==> src/rtl/snn_pkg.sv <==
// Shared sizing and state encoding for the spike rate encoder and its downstream network.
package snn_pkg;

  localparam int INT_W_DEF      = 3;
  localparam int WINDOW_DEF     = 16;
  localparam int REST_STEPS_DEF = 4;

  typedef enum logic [1:0] {
    ST_IDLE = 2'd0,
    ST_RUN  = 2'd1,
    ST_REST = 2'd2
  } enc_state_e;

  // One counter covers both the window and the rest period; never narrower than 1 bit.
  function automatic int cnt_width(input int window, input int rest);
    int m;
    m = window;
    if (rest > m) m = rest;
    if (m < 2) m = 2;
    return $clog2(m);
  endfunction

endpackage

==> src/rtl/spike_rate_encoder_if.sv <==
// Sample handshake, step strobe and spike outputs between a sample source and the encoder.
interface spike_rate_encoder_if #(
  parameter int INT_W = 3
);
  logic             in_valid;
  logic             in_ready;
  logic [INT_W-1:0] in_x1;
  logic [INT_W-1:0] in_x2;
  logic [INT_W-1:0] in_x3;
  logic             step_en;
  logic             spike_1;
  logic             spike_2;
  logic             spike_3;
  logic             busy;
  logic             done;

  modport master (
    output in_valid, in_x1, in_x2, in_x3, step_en,
    input  in_ready, spike_1, spike_2, spike_3, busy, done
  );

  modport slave (
    input  in_valid, in_x1, in_x2, in_x3, step_en,
    output in_ready, spike_1, spike_2, spike_3, busy, done
  );
endinterface

==> src/rtl/rate_channel.sv <==
// One rate-coding channel: phase accumulator whose carry-out is the registered spike.
module rate_channel
  import snn_pkg::*;
#(
  parameter int INT_W = INT_W_DEF
) (
  input  logic             clk,
  input  logic             rst,
  input  logic             clear_i,
  input  logic             step_i,
  input  logic [INT_W-1:0] x_i,
  output logic             spike_o
);

  logic [INT_W-1:0] acc_q, acc_d;
  logic             spike_q, spike_d;
  logic [INT_W:0]   sum;

  always_comb begin
    sum     = {1'b0, acc_q} + {1'b0, x_i};
    acc_d   = acc_q;
    spike_d = 1'b0;
    if (clear_i) begin
      acc_d = '0;
    end else if (step_i) begin
      acc_d   = sum[INT_W-1:0];
      spike_d = sum[INT_W];
    end
  end

  always_ff @(posedge clk) begin
    if (rst) begin
      acc_q   <= '0;
      spike_q <= 1'b0;
    end else begin
      acc_q   <= acc_d;
      spike_q <= spike_d;
    end
  end

  assign spike_o = spike_q;

endmodule

==> src/rtl/spike_rate_encoder.sv <==
// Latches a 3-channel intensity sample and emits WINDOW steps of rate-coded spikes, then a rest period.
module spike_rate_encoder
  import snn_pkg::*;
#(
  parameter int INT_W      = INT_W_DEF,
  parameter int WINDOW     = WINDOW_DEF,
  parameter int REST_STEPS = REST_STEPS_DEF
) (
  input  logic                  clk,
  input  logic                  rst,
  spike_rate_encoder_if.slave   bus
);

  localparam int NUM_CH = 3;
  localparam int CNT_W  = cnt_width(WINDOW, REST_STEPS);
  localparam logic [CNT_W-1:0] WIN_LAST  = CNT_W'(WINDOW - 1);
  localparam logic [CNT_W-1:0] REST_LAST = CNT_W'(REST_STEPS - 1);
  localparam bit HAS_REST = (REST_STEPS > 0);

  enc_state_e                      state_q, state_d;
  logic [CNT_W-1:0]                cnt_q, cnt_d;
  logic                            done_q, done_d;
  logic [NUM_CH-1:0][INT_W-1:0]    x_q, x_d, x_in;
  logic                            ch_clear, ch_step;
  logic [NUM_CH-1:0]               spk;

  assign x_in = {bus.in_x3, bus.in_x2, bus.in_x1};

  always_comb begin
    state_d  = state_q;
    cnt_d    = cnt_q;
    done_d   = 1'b0;
    x_d      = x_q;
    ch_clear = 1'b0;
    ch_step  = 1'b0;
    unique case (state_q)
      ST_IDLE: begin
        if (bus.in_valid) begin
          x_d      = x_in;
          ch_clear = 1'b1;
          cnt_d    = '0;
          state_d  = ST_RUN;
        end
      end
      ST_RUN: begin
        if (bus.step_en) begin
          ch_step = 1'b1;
          if (cnt_q == WIN_LAST) begin
            cnt_d = '0;
            if (HAS_REST) begin
              state_d = ST_REST;
            end else begin
              state_d = ST_IDLE;
              done_d  = 1'b1;
            end
          end else begin
            cnt_d = cnt_q + 1'b1;
          end
        end
      end
      ST_REST: begin
        if (bus.step_en) begin
          if (cnt_q == REST_LAST) begin
            cnt_d   = '0;
            state_d = ST_IDLE;
            done_d  = 1'b1;
          end else begin
            cnt_d = cnt_q + 1'b1;
          end
        end
      end
      default: state_d = ST_IDLE;
    endcase
  end

  // Reset has priority over a same-edge accept, so a sample offered during reset is dropped.
  always_ff @(posedge clk) begin
    if (rst) begin
      state_q <= ST_IDLE;
      cnt_q   <= '0;
      done_q  <= 1'b0;
      x_q     <= '0;
    end else begin
      state_q <= state_d;
      cnt_q   <= cnt_d;
      done_q  <= done_d;
      x_q     <= x_d;
    end
  end

  for (genvar g = 0; g < NUM_CH; g++) begin : g_ch
    rate_channel #(.INT_W(INT_W)) u_ch (
      .clk     (clk),
      .rst     (rst),
      .clear_i (ch_clear),
      .step_i  (ch_step),
      .x_i     (x_q[g]),
      .spike_o (spk[g])
    );
  end

  assign bus.in_ready = (state_q == ST_IDLE) && !rst;
  assign bus.busy     = (state_q != ST_IDLE);
  assign bus.done     = done_q;
  assign bus.spike_1  = spk[0];
  assign bus.spike_2  = spk[1];
  assign bus.spike_3  = spk[2];

endmodule

==> src/flat_wrapper.sv <==
// flat-port wrapper written by rule: the top's interface ports become plain ports
module spike_rate_encoder_flat import snn_pkg::*;
#(
  parameter int INT_W      = INT_W_DEF,
  parameter int WINDOW     = WINDOW_DEF,
  parameter int REST_STEPS = REST_STEPS_DEF
)
  (clk, rst, bus_in_valid, bus_in_x1, bus_in_x2, bus_in_x3, bus_step_en, bus_in_ready, bus_spike_1, bus_spike_2, bus_spike_3, bus_busy, bus_done);
  spike_rate_encoder_if #(.INT_W(INT_W)) bus_i ();
  input  logic clk;
  input  logic rst;
  input wire logic [$bits(bus_i.in_valid)-1:0] bus_in_valid;
  input wire logic [$bits(bus_i.in_x1)-1:0] bus_in_x1;
  input wire logic [$bits(bus_i.in_x2)-1:0] bus_in_x2;
  input wire logic [$bits(bus_i.in_x3)-1:0] bus_in_x3;
  input wire logic [$bits(bus_i.step_en)-1:0] bus_step_en;
  output wire logic [$bits(bus_i.in_ready)-1:0] bus_in_ready;
  output wire logic [$bits(bus_i.spike_1)-1:0] bus_spike_1;
  output wire logic [$bits(bus_i.spike_2)-1:0] bus_spike_2;
  output wire logic [$bits(bus_i.spike_3)-1:0] bus_spike_3;
  output wire logic [$bits(bus_i.busy)-1:0] bus_busy;
  output wire logic [$bits(bus_i.done)-1:0] bus_done;
  assign bus_i.in_valid = bus_in_valid;
  assign bus_i.in_x1 = bus_in_x1;
  assign bus_i.in_x2 = bus_in_x2;
  assign bus_i.in_x3 = bus_in_x3;
  assign bus_i.step_en = bus_step_en;
  assign bus_in_ready = bus_i.in_ready;
  assign bus_spike_1 = bus_i.spike_1;
  assign bus_spike_2 = bus_i.spike_2;
  assign bus_spike_3 = bus_i.spike_3;
  assign bus_busy = bus_i.busy;
  assign bus_done = bus_i.done;
  spike_rate_encoder #(.INT_W(INT_W), .WINDOW(WINDOW), .REST_STEPS(REST_STEPS)) u_core (.clk(clk), .rst(rst), .bus(bus_i));
endmodule
==> config.mk <==
export PLATFORM = sky130hd
export DESIGN_NAME = spike_rate_encoder_flat
export DESIGN_NICKNAME = d
export VERILOG_FILES = /design/src/rtl/snn_pkg.sv /design/src/rtl/spike_rate_encoder_if.sv /design/src/rtl/rate_channel.sv /design/src/rtl/spike_rate_encoder.sv /design/src/flat_wrapper.sv
export SDC_FILE = /design/constraint.sdc
export NUM_CORES = 1
export LEC_CHECK = 0
export ABC_AREA = 1
export ABC_CLOCK_PERIOD_IN_PS = 1500
export BUFFER_PORTS_ARGS = -buffer_cell sky130_fd_sc_hd__buf_4
export CAP_MARGIN = 40
export CORE_AREA = 2 2 59 61
export DETAILED_ROUTE_END_ITERATION = 12
export DIE_AREA = 0 0 61 63
export GPL_ROUTABILITY_DRIVEN = 0
export HOLD_SLACK_MARGIN = 0.1
export PLACE_DENSITY_LB_ADDON = 0.08
export SLEW_MARGIN = 20
export SYNTH_ARGS = -nofsm -noshare
export SYNTH_HDL_FRONTEND = slang
export SYNTH_HIERARCHICAL = 1
export SYNTH_SLANG_ARGS = --single-unit
==> constraint.sdc <==
create_clock -name clk -period 1.5 [get_ports clk]
set_input_delay 0.225 -clock clk [delete_from_list [all_inputs] [get_ports clk]]
set_output_delay 0.225 -clock clk [all_outputs]
set_load 0.05 [all_outputs]
# Yosys cells after proc, flatten, opt, wreduce, memory -nomap -nowiden

Index checks and enable logic that the tools add are counted.

Bits in registers: 28
Latch bits: 0
Memory bits (writable): 0
Memory bits (read-only): 0
Memories: 0

Add/subtract/negate cells: 4
Multiply operators: 0
Div/mod/pow operators: 0
Magnitude comparators: 0
Equality and inequality tests: 9
Shift operators: 0
Multiplexer cells: 17
Bitwise operators: 3
Reduce and logical (&&, ||, !) cells: 11

Operator list:

| cell                                                 | count |
|---|---|
| two-way mux 4 bit                                    | 5 |
| adder 3 x 3 -> 4 bit                                 | 3 |
| case mux 4 bit (3 select lines)                      | 1 |
| two-way mux 2 bit                                    | 5 |
| != test 2 bit (second input constant)                | 3 |
| case mux 2 bit (3 select lines)                      | 1 |
| OR reduction 3 bit                                   | 2 |
| two-way mux 1 bit                                    | 5 |
| AND reduction 5 bit                                  | 1 |
| adder 4 x 1 -> 4 bit (second input constant)         | 1 |
| equality test 4 x 2 -> 1 bit (second input constant) | 1 |
| equality test 4 bit (second input constant)          | 1 |
| != test 2 x 1 -> 1 bit (second input constant)       | 2 |
| AND reduction 4 bit                                  | 1 |
| NOT 1 bit                                            | 3 |
| nonzero test 3 bit                                   | 1 |
| equality test 2 x 1 -> 1 bit (second input constant) | 1 |
| equality test 2 bit (second input constant)          | 1 |
| zero test 2 bit                                      | 1 |
| AND reduction 2 bit                                  | 1 |
| nonzero test 2 bit                                   | 1 |
| OR reduction 2 bit                                   | 1 |
| logical AND 1 bit                                    | 1 |
| zero test 1 bit                                      | 1 |

# Longest topological paths before layout

Depth in word-level cells: 4
Mapped depth: 10
Mapped depth without buffers: 10

# Modules after synthesis

The synthesis kept the hierarchy.

By module, submodules not included:

| module             | instances | cells an instance | area an instance (um^2) | seq. area each (um^2) |
|---|---|---|---|---|
| rate_channel       | 3         | 39                | 259.0                   | 80.1 |
| spike_rate_encoder | 1         | 104               | 745.7                   | 320.3 |

# Worst setup path after synthesis

No wires, ideal clock.

Path kind: reg2out
Start: reg u_core.state_q[0]
End: out bus_in_ready
Data arrival time: 1.550 ns
Data required time: 1.275 ns
Slack: -0.275 ns
Cell stages (with the launch flop): 5
Buffers on the path: 0
Cells stage by stage: dfxtp_1 > inv_1 > ha_1 > inv_1 > nor2_1

Cells in the longest elaborated chain, start to end: 2

RTL lines:

| item                   | line                      | source |
|---|---|---|
| from (decl)            | spike_rate_encoder.sv:20  | `enc_state_e state_q, state_d;` |
| from (signal assigned) | spike_rate_encoder.sv:84  | `state_q <= state_d;` |
| zero test 2 bit        | spike_rate_encoder.sv:102 | `assign bus.in_ready = (state_q == ST_IDLE) && !rst;` |
| logical AND 1 bit      | spike_rate_encoder.sv:102 |  |
| to (decl)              | flat_wrapper.sv:17        | `output wire logic [$bits(bus_i.in_ready)-1:0] bus_in_ready;` |

Every way passes these cells.

# Worst setup path in the final report

Start: reg u_core.state_q[1]
End: out bus_in_ready

Same word-level chain as after synthesis.

==> run metrics <==
outcome=complete, no violations; routed via count divided by cell count=4.556; share of total power consumed by net switching=40.99%; most common cell after layout, fill and taps aside=sky130_fd_sc_hd__nand2_1; internal power of the cells=1649 uW; Die Area=3843 um2; Post-DRT Antenna Nets=0; initial DRC count=56; master cell of the clock root buffer=sky130_fd_sc_hd__clkbuf_4; Power, Total=2794 uW; first-pass GRT wire length=5361 um; R2R setup slack=0.08 ns; Inserted Diodes=0; combinational family with the most area after synthesis=simple AND/OR/NAND/NOR gates; fraction of the cycle the final worst path needs=96.05%; xor-xnor portion of the synthesized cell area=0.5752%; critical setup path kind=reg2out; Max Buffers Root-to-Sink=2; fin crit period=1.441 ns; mean area per synthesized cell=6.890 um2; Synth Cell Area=1523 um2; kind of path behind the tightest hold check=in2reg; Initial Util=47.12%; Synth async-reset ratio=0%; transition time at the pin with the least slew margin=0.3933 ns; Sw Pwr=1145 uW; total vias in the final route=1335; synthesized-area fraction occupied by adder cells=15.45%; largest fanout on the critical path=4; area growth from synthesis to layout=22.76%; via count of the first global-routing pass=1241; Critical Path End Type=primary output; Post-synth EDFFs=0; power share of the combinational group=48.4%; worst hold endpoint=u_core/x_q[6]$_SDFFE_PP0P_; standard-cell row count=21; H-tree lvl count=1; Final Worst Setup Slack=0.05932 ns; Placed Area=1742 um2; final count of hold timing violations=0; CTS tree=built; Vert. Die Dim=63 um; data arrival at the endpoint of the critical path=1.22 ns; Detail Placement HPWL=2199 um; number of instances in the synthesized netlist=221; startpoint types=flip-flop; clock input transition at the sequential cells of the worst setup and hold paths=0.15 ns; antenna violations before repair=0; Final #Nets=278; count of yosys warnings during synthesis=6; Register-to-Register Path Depth=9; Layout Cells excl Fill=293; filler cell count=332; critical register-to-register path startpoint=u_core/state_q[1]$_SDFFE_PP0P_; distinct cell type count of the synthesized netlist=18; first-pass detailed-route iteration total=4; largest net degree at the start of global routing=19; CTS sink count=28; fraction of layout instances using a drive strength above 1=17.81%; part of the total power dissipated in the clock network=17.8%; hold buffer count at CTS=0; #FFs+latches synth=28; Worst IR Drop VDD=1330 uV; routed wire length=3138 um; Clock Skew=0.004476 ns; total core area=3232 um2; area of all placed cells without fillers=1869 um2; per-cell routed wire length=10.71 um; top library cells by usage in the layout, fill and taps aside=sky130_fd_sc_hd__nand2_1 (49), sky130_fd_sc_hd__nor2_1 (41), sky130_fd_sc_hd__inv_1 (39), sky130_fd_sc_hd__dfxtp_1 (26), sky130_fd_sc_hd__buf_4 (20); sequential power share=33.8%; Net Count, Synth=251; die width=61 um; cell depth of the worst hold path=3; GRT Overall Usage=18.32%; number of buffer cells added on primary ports=18; number of design rule violations left after detail routing=0; worst rel slew slack=73.75%; endpoint of the worst register-to-register path=u_core/cnt_q[3]$_SDFFE_PP0P_; final-report setup violation count=0; share of the core filled with cells in the final layout=57.84%; pre-CTS setup slack=0.05254 ns; share of synthesized cell area in and, or, nand and nor gates=28.92%; number of clock buffers inserted by TritonCTS=3; total count of max-transition violations in the final report=0; Cell Pwr Density=1495 nW/um2; Main synth FF type=sky130_fd_sc_hd__dfxtp_1; overflow left after global routing=0; fraction of the mapped netlist area in compound gates=7.149%; hold_sp=bus_in_x3[0]; clock latency on the worst-skew pair=0.33 ns; cell leakage power=0.0009134 uW; Max Freq=694.1 MHz; sequential cell area fraction in the yosys report=36.81%; mux share of post-synthesis cell area=0%; ports placed on the boundary=19; number of cells after detailed placement=286; number of maximum-capacitance constraint violations=0; Worst EP required=1.27 ns
[layout make-up]
cell class	count	area, um2	share of cell area [%]
Multi-Input combinational cell	148	838.3	44.85
Tap cell	46	57.56	3.079
Clock buffer	3	22.52	1.205
Clock inverter	1	30.03	1.606
Sequential cell	28	563.0	30.12
Timing Repair Buffer	23	192.7	10.31
Inverter	44	165.2	8.835
[how the worst max path moves through the flow]
stage,from,to,slack (ns),cells after the start
finish,u_core/state_q[1]$_SDFFE_PP0P_,bus_in_ready,0.06,5
global route,u_core/state_q[1]$_SDFFE_PP0P_,u_core/state_q[0]$_SDFFE_PP0P_,-0.01,10
CTS,u_core/state_q[1]$_SDFFE_PP0P_,bus_in_ready,0.02,5
detailed placement,u_core/state_q[1]$_SDFFE_PP0P_,u_core/state_q[0]$_SDFFE_PP0P_,0.05,10
global placement,u_core/state_q[1]$_SDFFE_PP0P_,u_core/state_q[0]$_SDFFE_PP0P_,0.08,10
floorplan,u_core/state_q[0]$_SDFFE_PP0P_,u_core/state_q[0]$_SDFFE_PP0P_,-0.11,8
[through the flow]
| stage | TNS (ns) | hold WS (ns) |
|---|---|---|
| after global placement | 0 | 0.4546 |
| after floorplan | -0.1666 | 0.2941 |
| after detailed placement | 0 | 0.4570 |
| final | 0 | 0.1298 |
| after global routing | -0.01593 | 0.1105 |
| after CTS | 0 | 0.1074 |
[metal layers]
metal	track usage, %	share of wire [%]	wire (um)
met5	0	0	0
met1	23.32	45	1417
met3	2.484	3.4	108
met4	5.707	1.4	43
met2	31.18	50	1569
[synthesized netlist by cell type, types with 2 or more instances]
| master | number | share of area (%) |
|---|---|---|
| sky130_fd_sc_hd__and3_1 | 3 | 1.2 |
| sky130_fd_sc_hd__nor2_1 | 43 | 11 |
| sky130_fd_sc_hd__inv_2 | 2 | 0.49 |
| sky130_fd_sc_hd__ha_1 | 14 | 12 |
| sky130_fd_sc_hd__nand2_1 | 51 | 13 |
| sky130_fd_sc_hd__o21ai_0 | 11 | 3.6 |
| sky130_fd_sc_hd__dfxtp_1 | 28 | 37 |
| sky130_fd_sc_hd__nand3_1 | 9 | 3.0 |
| sky130_fd_sc_hd__fa_1 | 3 | 3.9 |
| sky130_fd_sc_hd__inv_1 | 42 | 10 |
| sky130_fd_sc_hd__a21oi_1 | 8 | 2.6 |
[cells by family (layout without fill, tap and decap cells)]
group	count (synthesis)	in the layout
AOI/OAI and AO/OA	21	21
xor gates and xnor gates	1	1
adders and majority gates	17	17
buffers and inverters	45	71
DFF	28	28
and+or+nand+nor	109	109
[registers in the layout (all words and copies together), names as in the netlist]
signal	count
u_core/bus.done	1
u_core/cnt_q	4
u_core/x_q	9
u_core/g_ch.u_ch/spike_o	3
u_core/g_ch.u_ch/acc_q	9
u_core/state_q	2
[power groups by stage]
stage               Sequential (uW)  Clock, uW  Combinational (uW)
finish                          944        498                1350
global route                    959        551                1520
CTS                             943        527                1270
detailed placement              964          0                1140
global placement                961          0                1120
floorplan                       940          0                 840
[worst max-delay path: stages (launching register included)]
cell and delay [ns]:
sky130_fd_sc_hd__dfxtp_2 0.36, sky130_fd_sc_hd__inv_2 0.07, sky130_fd_sc_hd__ha_4 0.14, sky130_fd_sc_hd__inv_2 0.06
sky130_fd_sc_hd__nor2_2 0.09, sky130_fd_sc_hd__buf_6 0.16
[repair_timing]
action                                  4_1_cts  5_1_grt
endpoints found under the setup margin        2        6
setup buffers                                 3        0
pin swaps                                     2        4
resized for setup                             9        8
endpoints found under the hold margin         0        0
Note: power is estimated with default switching activity, not from simulation.
